===== src/rtl/spi_pkg.sv =====
// Shared definitions for the mode-3 SPI responder: frame width, FSM states
// and the SCLK idle level.
package spi_pkg;

    localparam int SPI_FRAME_W = 16;
    localparam int SPI_CNT_W   = 5;

    // Mode 3: SCLK rests high between frames.
    localparam logic SCLK_IDLE = 1'b1;

    typedef enum logic {
        IDLE   = 1'b0,
        ACTIVE = 1'b1
    } spi_slv_state_t;

endpackage


===== src/rtl/spi_sync.sv =====
// Multi-flop synchronizer for a single asynchronous input, with a
// configurable reset level so idle-high lines do not glitch out of reset.
module spi_sync #(
    parameter int   STAGES  = 2,
    parameter logic RST_VAL = 1'b0
) (
    input  logic clk,
    input  logic rst_n,
    input  logic d,
    output logic q
);

    logic [STAGES-1:0] sync_q;
    logic [STAGES-1:0] sync_d;

    always_comb begin
        sync_d = {sync_q[STAGES-2:0], d};
    end

    always_ff @(posedge clk or negedge rst_n) begin
        if (!rst_n) begin
            sync_q <= {STAGES{RST_VAL}};
        end else begin
            sync_q <= sync_d;
        end
    end

    assign q = sync_q[STAGES-1];

endmodule


===== src/rtl/spi_slave.sv =====
// 16-bit mode-3 SPI responder: captures one command per frame and shifts a
// preloaded response out on MISO. Define SPI_SLAVE_FRM_ERR_EN for frm_err.
module spi_slave
    import spi_pkg::*;
#(
    parameter int SYNC_STAGES = 2
) (
    input  logic        clk,
    input  logic        rst_n,
    input  logic        SS_n,
    input  logic        SCLK,
    input  logic        MOSI,
    output logic        MISO,
    input  logic [15:0] resp,
    input  logic        resp_ld,
    output logic [15:0] cmd,
    output logic        cmd_rdy,
    input  logic        clr_cmd_rdy,
    output logic        frm_err
);

    localparam logic [SPI_CNT_W-1:0] CNT_FULL = SPI_CNT_W'(SPI_FRAME_W);

    logic ss_n_s, sclk_s, mosi_s;

    spi_sync #(.STAGES(SYNC_STAGES), .RST_VAL(1'b1)) u_sync_ss (
        .clk(clk), .rst_n(rst_n), .d(SS_n), .q(ss_n_s)
    );
    spi_sync #(.STAGES(SYNC_STAGES), .RST_VAL(SCLK_IDLE)) u_sync_sclk (
        .clk(clk), .rst_n(rst_n), .d(SCLK), .q(sclk_s)
    );
    spi_sync #(.STAGES(SYNC_STAGES), .RST_VAL(1'b0)) u_sync_mosi (
        .clk(clk), .rst_n(rst_n), .d(MOSI), .q(mosi_s)
    );

    spi_slv_state_t          state_q, state_d;
    logic                    ss_n_dly_q, sclk_dly_q, mosi_dly_q;
    logic [SPI_FRAME_W-1:0]  shft_reg_q, shft_reg_d;
    logic [SPI_FRAME_W-1:0]  resp_buf_q, resp_buf_d;
    logic [SPI_FRAME_W-1:0]  cmd_q, cmd_d;
    logic [SPI_CNT_W-1:0]    bit_cnt_q, bit_cnt_d;
    logic                    mosi_smpl_q, mosi_smpl_d;
    logic                    cmd_rdy_q, cmd_rdy_d;
    logic [SPI_FRAME_W-1:0]  resp_src;
    logic                    ss_fall, ss_rise, sclk_rise, sclk_fall;
`ifdef SPI_SLAVE_FRM_ERR_EN
    logic                    frm_err_q, frm_err_d;
`endif

    assign ss_fall   = ~ss_n_s &  ss_n_dly_q;
    assign ss_rise   =  ss_n_s & ~ss_n_dly_q;
    assign sclk_rise =  sclk_s & ~sclk_dly_q;
    assign sclk_fall = ~sclk_s &  sclk_dly_q;

    // A load coinciding with the frame start must reach the shifter directly.
    assign resp_src = resp_ld ? resp : resp_buf_q;

    always_comb begin
        state_d     = state_q;
        shft_reg_d  = shft_reg_q;
        resp_buf_d  = resp_ld ? resp : resp_buf_q;
        cmd_d       = cmd_q;
        bit_cnt_d   = bit_cnt_q;
        mosi_smpl_d = mosi_smpl_q;
        cmd_rdy_d   = cmd_rdy_q & ~clr_cmd_rdy;
`ifdef SPI_SLAVE_FRM_ERR_EN
        frm_err_d   = 1'b0;
`endif
        case (state_q)
            IDLE: begin
                if (ss_fall) begin
                    state_d    = ACTIVE;
                    shft_reg_d = resp_src;
                    bit_cnt_d  = '0;
                end
            end
            ACTIVE: begin
                if (ss_rise) begin
                    state_d = IDLE;
                    if (bit_cnt_q == CNT_FULL) begin
                        cmd_d     = {shft_reg_q[SPI_FRAME_W-2:0], mosi_smpl_q};
                        cmd_rdy_d = 1'b1;
                    end else begin
`ifdef SPI_SLAVE_FRM_ERR_EN
                        frm_err_d  = 1'b1;
                        shft_reg_d = resp_src;
`endif
                    end
                end else begin
                    if (sclk_rise) begin
                        mosi_smpl_d = mosi_dly_q;
                        if (bit_cnt_q != CNT_FULL) begin
                            bit_cnt_d = bit_cnt_q + 1'b1;
                        end
                    end
                    // The fall at count 0 is the master's lead-in edge.
                    if (sclk_fall && (bit_cnt_q != '0) && (bit_cnt_q < CNT_FULL)) begin
                        shft_reg_d = {shft_reg_q[SPI_FRAME_W-2:0], mosi_smpl_q};
                    end
                end
            end
            default: state_d = IDLE;
        endcase
    end

    always_ff @(posedge clk or negedge rst_n) begin
        if (!rst_n) begin
            state_q     <= IDLE;
            ss_n_dly_q  <= 1'b1;
            sclk_dly_q  <= SCLK_IDLE;
            mosi_dly_q  <= 1'b0;
            shft_reg_q  <= '0;
            resp_buf_q  <= '0;
            cmd_q       <= '0;
            bit_cnt_q   <= '0;
            mosi_smpl_q <= 1'b0;
            cmd_rdy_q   <= 1'b0;
`ifdef SPI_SLAVE_FRM_ERR_EN
            frm_err_q   <= 1'b0;
`endif
        end else begin
            state_q     <= state_d;
            ss_n_dly_q  <= ss_n_s;
            sclk_dly_q  <= sclk_s;
            mosi_dly_q  <= mosi_s;
            shft_reg_q  <= shft_reg_d;
            resp_buf_q  <= resp_buf_d;
            cmd_q       <= cmd_d;
            bit_cnt_q   <= bit_cnt_d;
            mosi_smpl_q <= mosi_smpl_d;
            cmd_rdy_q   <= cmd_rdy_d;
`ifdef SPI_SLAVE_FRM_ERR_EN
            frm_err_q   <= frm_err_d;
`endif
        end
    end

    assign MISO    = shft_reg_q[SPI_FRAME_W-1];
    assign cmd     = cmd_q;
    assign cmd_rdy = cmd_rdy_q;
`ifdef SPI_SLAVE_FRM_ERR_EN
    assign frm_err = frm_err_q;
`else
    assign frm_err = 1'b0;
`endif

endmodule


===== config.mk =====
export PLATFORM = sky130hd
export DESIGN_NAME = spi_slave
export DESIGN_NICKNAME = d
export VERILOG_FILES = /design/src/rtl/spi_pkg.sv /design/src/rtl/spi_sync.sv /design/src/rtl/spi_slave.sv
export SDC_FILE = /design/constraint.sdc
export NUM_CORES = 1
export LEC_CHECK = 0
export ABC_AREA = 1
export CORE_ASPECT_RATIO = 1.5
export CORE_MARGIN = 8
export CORE_UTILIZATION = 30
export CTS_CLUSTER_DIAMETER = 40
export DETAILED_ROUTE_END_ITERATION = 16
export MAX_ROUTING_LAYER = met4
export PLACE_DENSITY = 0.59
export SYNTH_ARGS = -nofsm -noshare
export SYNTH_HDL_FRONTEND = slang
export SYNTH_HIERARCHICAL = 1
export SYNTH_SLANG_ARGS = --single-unit

===== constraint.sdc =====
create_clock -name clk -period 3.25 [get_ports clk]
set_clock_uncertainty 0.1 [all_clocks]
set_input_delay 0.4875 -clock clk [delete_from_list [all_inputs] [get_ports clk]]
set_output_delay 0.4875 -clock clk [all_outputs]
set_load 0.01 [all_outputs]

# Word-level counts from Yosys, hierarchy flattened
# Index checks and enable logic that the tools add are counted.
# W data, S select, Z words.
[op_classes]
eq_ne = 7
reduce_logical = 7
magnitude_cmp = 1
bitwise_logic = 12
addsub = 1
muxes = 16
[op_table]
columns = ["cell", "n"]
rows = [
  ["$mux W16", 4],
  ["$pmux W16 S2", 1],
  ["$mux W5", 4],
  ["$pmux W5 S2", 1],
  ["$reduce_and A3 Y1", 3],
  ["$not A1 Y1", 7],
  ["$ne A2 B1 Y1 const B", 3],
  ["$add A5 B1 Y5 const B", 1],
  ["$and A1 B1 Y1", 5],
  ["$eq A5 B5 Y1 const B", 1],
  ["$lt A5 B5 Y1 const B", 1],
  ["$mux W1", 5],
  ["$ne A5 B5 Y1 const B", 1],
  ["$reduce_bool A5 Y1", 1],
  ["$ne A2 B2 Y1 const B", 2],
  ["$reduce_and A4 Y1", 1],
  ["$logic_and A1 B1 Y1", 2],
  ["$pmux W1 S2", 1],
]
[totals]
out_inout_bits = 19
reg_bits = 65
elab_cells = 57
inputBits = 23

# Depth between registers and ports, before layout
[logic_depth]
depth_word = 7
mapped_depth = 8
mapped_depth_nobuf = 7

# Modules after synthesis
# The synthesis kept the hierarchy.
[by_module_without_submodules]
columns = ["module", "n_inst", "cells_each", "area_per_inst_um2", "seq_area_each_um2"]
rows = [
  ["spi_slave", 1, 313, 2718.9, 1478.9],
  ["spi_sync (u_sync_sclk ...)", 2, 2, 52.6, 52.6],
  ["spi_sync (u_sync_mosi)", 1, 2, 50.0, 50.0],
]

# Worst setup path before layout
# OpenSTA, ideal clock, no wires.
[synth_path]
path_kind = "register -> register"
startpoint = "reg bit_cnt_q[0]"
endpoint = "reg cmd_q[10], in the netlist cmd[10]"
arrival_time_ps = 1256
path_stages_with_launch = 9
n_path_buf = 1
path_slack_ps = 1777
synth_period_minus_slack_ps = 1473
t_required_ps = 3032
setup_time_ps = 118
path_cell_list = "dfrtp_1 > inv_1 > ha_1 > nand2_2 > nor2_2 > nand3_2 > buf_4 > nand2_1 > o21ai_2"
[synth_between]
elab_chain_cells = 2
[synth_lines]
columns = ["item", "line_no", "source"]
rows = [
  ["start: declaration", "spi_slave.sv:41", "logic [SPI_CNT_W-1:0] bit_cnt_q, bit_cnt_d;"],
  ["start signal: assignment", "spi_slave.sv:129", "bit_cnt_q <= bit_cnt_d;"],
  ["$eq A5 B5 Y1", "spi_slave.sv:80", "if (bit_cnt_q == CNT_FULL) begin"],
  ["$reduce_and A3 Y1 (no source line)", "-", ""],
  ["end signal: assignment", "spi_slave.sv:128", "cmd_q <= cmd_d;"],
  ["end: declaration", "spi_slave.sv:40", "logic [SPI_FRAME_W-1:0] cmd_q, cmd_d;"],
]
# No other way between the ends.
# A chain may end at the register's enable or synchronous reset.

# Final worst setup path
[layout_path]
startpoint = "reg state_q"
endpoint = "reg bit_cnt_q[1]"
[layout_between]
elab_chain_cells = 3
elab_cells_between_ends = 7
cone_classes = "eq/ne: 4; mux: 1; bitwise: 1; reduce/logical: 1"
[layout_lines]
columns = ["item", "line_no", "source"]
rows = [
  ["start: declaration", "spi_slave.sv:36", "spi_slv_state_t state_q, state_d;"],
  ["start signal: assignment", "spi_slave.sv:122", "state_q <= state_d;"],
  ["$not A1 Y1", "-", ""],
  ["$ne A2 B2 Y1 (no source line)", "-", ""],
  ["$reduce_and A4 Y1 (no source line)", "-", ""],
]
# Several ways; a longest one is shown, not always the timed one.

==> summary.md <==
| Metric | Value |
|---|---|
| Peak Freq | `0.4696 GHz` |
| Synth Instances | `319` |
| Footprint of the multi-input gates | `994.7 µm²` |
| First DRT Iteration DRCs | `67` |
| Synth Register Bits | `65` |
| Remaining routing DRC violations | `0` |
| Antenna violations before repair | `0` |
| Commonest non-fill, non-tap cell in the layout | `nand2_1` |
| Final setup fails | `0` |
| Post-route minimum period | `2130 ps` |
| Clock root cell | `clkbuf_16` |
| Area of the die | `13030 µm²` |
| Slowest cell on crit path | `inv_2` |
| Row cnt | `44` |
| Family with the most delay on the worst path | `simple AND/OR/NAND/NOR gates` |
| Post-synthesis cell type count | `25` |
| GR Util met3 | `4.035%` |
| Cell Area, Synth | `2874 µm²` |
| Die Wd | `95.92 µm` |
| Port-buffer cells | `40` |
| Nets | `383` |
| H-tree depth | `3` |
| Seq/Total Area, Yosys | `56.86%` |
| Crit Path Max Fanout | `37` |
| RSZ-0062 raised after global routing | `no` |
| Antenna fix cells | `0` |
| WL/cell | `12.58 µm` |
| Pwr Density | `623.3 nW/µm²` |
| Slew @ Worst Pin | `953.9 ps` |
| Sink Count | `65` |
| Max Buffers Root-to-Sink | `2` |
| Final worst-path cycle share | `65.53%` |
| Global-route wire length before repair | `10470 µm` |
| R2r endpoint | `bit_cnt_q[1]` |
| Inst Count DP | `462` |
| Critical path's most frequent cell | `nand2_1` |
| TritonCTS clock tree | `built` |
| Largest net degree at the start of global routing | `45` |
| Core ar. | `9524 µm²` |
| Most frequent cells in the layout | `nand2_1, dfrtp_1, clkdlybuf4s50_1` |
| Number of global-route vias before repair | `2194` |
| Worst R2R Start | `state_q` |
| CP cell instances | `inv_2, nand3_4, nand2_2, nand3_1, nand2_1, nand2_1` |
| CTS Hold Buffers Added | `0` |
| Clock Latency Late Sink | `330 ps` |
| GRT Max-Usage Layer | `met2` |
| Post-DP HPWL | `4156 µm` |
| Vias/cell | `4.352` |
| CP max stage delay | `500 ps` |
| Max_slew headroom | `36.41%` |
| Final ANT Viol Nets | `0` |
| GRT Total Usage | `10.95%` |
| Via count | `2067` |
| Worst IR Drop VDD | `0.3281 mV` |
| Layout cells sized above 1 | `13.33%` |
| Syn nets | `344` |
| Reg-to-reg slack, setup | `1120 ps` |
| Reg area | `1634 µm²` |
| Post-route insts no fill | `475` |
| Critical Path RT | `3360 ps` |
| Worst Reg-to-Reg Cells | `6` |
| Worst setup path class | `register to register` |
| Worst Path Arrival | `2240 ps` |
| Leak pwr | `1.699 nW` |
| Min-delay worst type | `primary input to asynchronous set/reset pin` |
| Grt ovf | `0` |
| Gpl congestion | `0.7487` |
| Met2 GRT Util | `16.76%` |
| YS warnings | `6` |
| Status | `finished clean` |
| Setup_tns | `0 ps` |
| Setup crit start kind | `register` |
| FILL cells | `976` |
| Avg Cell Area, Syn | `9.009 µm²` |
| Max-cap viol count | `0` |
| Post-cts resize count | `0` |
| Fin. max-slew vios | `0` |
| Number of post-CTS setup repair buffers | `0` |
| Die Height | `135.9 µm` |
| Drt first pass iters | `4` |
| Final hold violations | `0` |
| DRT Wirelength | `5977 µm` |
| Num CTS Buffers | `9` |
| CP endpoint kind | `register` |
| Clk slew on worst S/H paths | `50 ps` |
| Area Growth Syn to Fin | `24.86%` |
| Worst path bufs/invs | `1` |
| Grt met1 use | `11.64%` |
| Initial cell density of the core | `30.18%` |
| Io pins | `42` |
-- worst max path at each step --
stage                 startpoint             end  slack (ps)  depth (start not counted)
finish                   state_q    bit_cnt_q[1]        1120                          6
global route             resp_ld  shft_reg_q[11]         890                          6
CTS                 bit_cnt_q[0]         cmd[13]        1090                          7
detailed placement       resp_ld  shft_reg_q[15]         830                          6
global placement         resp_ld  shft_reg_q[14]         820                          6
floorplan           bit_cnt_q[0]         cmd[10]        1780                          8
-- logic make-up after synthesis --
| family | synth area share (%) |
|---|---|
| simple gates | 22.16 |
| flops | 56.86 |
| buf+inv | 8.533 |
| compound gates | 11.14 |
| fa+ha+maj | 0.8706 |
| xor+xnor | 0.3048 |
| other cells | 0.1305 |
-- worst register-to-register path: cells and delay by family, from the launching register on --
family / cells / cell delay (ps)
buf+inv: 1 / 510
simple gates: 5 / 970
flops: 1 / 440
-- area by class of cell --
cell class,count,share of cell area (%)
well taps,115,4.010
repair buffers,42,11.44
flip-flops and latches,65,45.54
clock buffers,12,6.869
multi-input cells,199,27.72
clock inverters,1,0.1395
inverters,41,4.289
-- cell usage after synthesis --
| library cell | n | share of area, % |
|---|---|---|
| xnor2_1 | 1 | 0.30 |
| nor2_2 | 1 | 0.22 |
| buf_6 | 3 | 1.2 |
| nand4_1 | 3 | 0.65 |
| nand3_2 | 1 | 0.35 |
| o21ai_1 | 11 | 1.9 |
| ha_1 | 2 | 0.87 |
| a21oi_1 | 1 | 0.17 |
| inv_1 | 38 | 5.0 |
| inv_2 | 3 | 0.39 |
| nand3_4 | 2 | 1.2 |
| dfstp_2 | 6 | 5.5 |
| nand3_1 | 23 | 4.0 |
| conb_1 | 1 | 0.13 |
| dfrtp_1 | 59 | 51 |
| nor2_4 | 2 | 0.78 |
| nand2_4 | 1 | 0.39 |
| buf_2 | 4 | 0.70 |
| nand2_1 | 100 | 13 |
| nor2_1 | 8 | 1.0 |
| buf_4 | 3 | 0.78 |
| nand2_2 | 2 | 0.44 |
| clkbuf_1 | 4 | 0.52 |
| o21ai_0 | 24 | 4.2 |
| o21ai_2 | 16 | 4.9 |
-- power by group --
part / leakage (nW) / internal (mW) / total, mW / switching [mW]
Sequential: 0.826 / 0.937 / 1.00 / 0.0669
Combinational: 0.749 / 0.140 / 0.401 / 0.260
Clock: 0.124 / 0.521 / 0.832 / 0.311
-- through the flow --
step,utilization (%),hold WS (ps),cell area (µm²),worst slack [ps],power [mW]
final,37.68,218.4,3588,1120,2.237
after global routing,37.68,260.9,3588,890.4,2.392
after CTS,37.68,247.6,3588,1086,2.278
after detailed placement,35.04,236.2,3337,831.4,1.427
after global placement,35.04,231.5,3337,819.6,1.416
after floorplan,-,91.91,2874,1777,1.291
-- state kept, by name, indices dropped and copies added, names as in the netlist, 2 cells and up --
| register | count |
|---|---|
| resp_buf_q | 16 |
| u_sync_sclk/sync_q | 2 |
| shft_reg_q | 16 |
| cmd | 16 |
| u_sync_ss/sync_q | 2 |
| bit_cnt_q | 5 |
| u_sync_mosi/sync_q | 2 |
-- per-layer routing --
metal  vias up  wire (µm)
met5         -          0
met4         0        148
met3         8        310
met2        41       2983
met1       946       2535
li1       1072          -
Power figures use the tool's default switching activity.
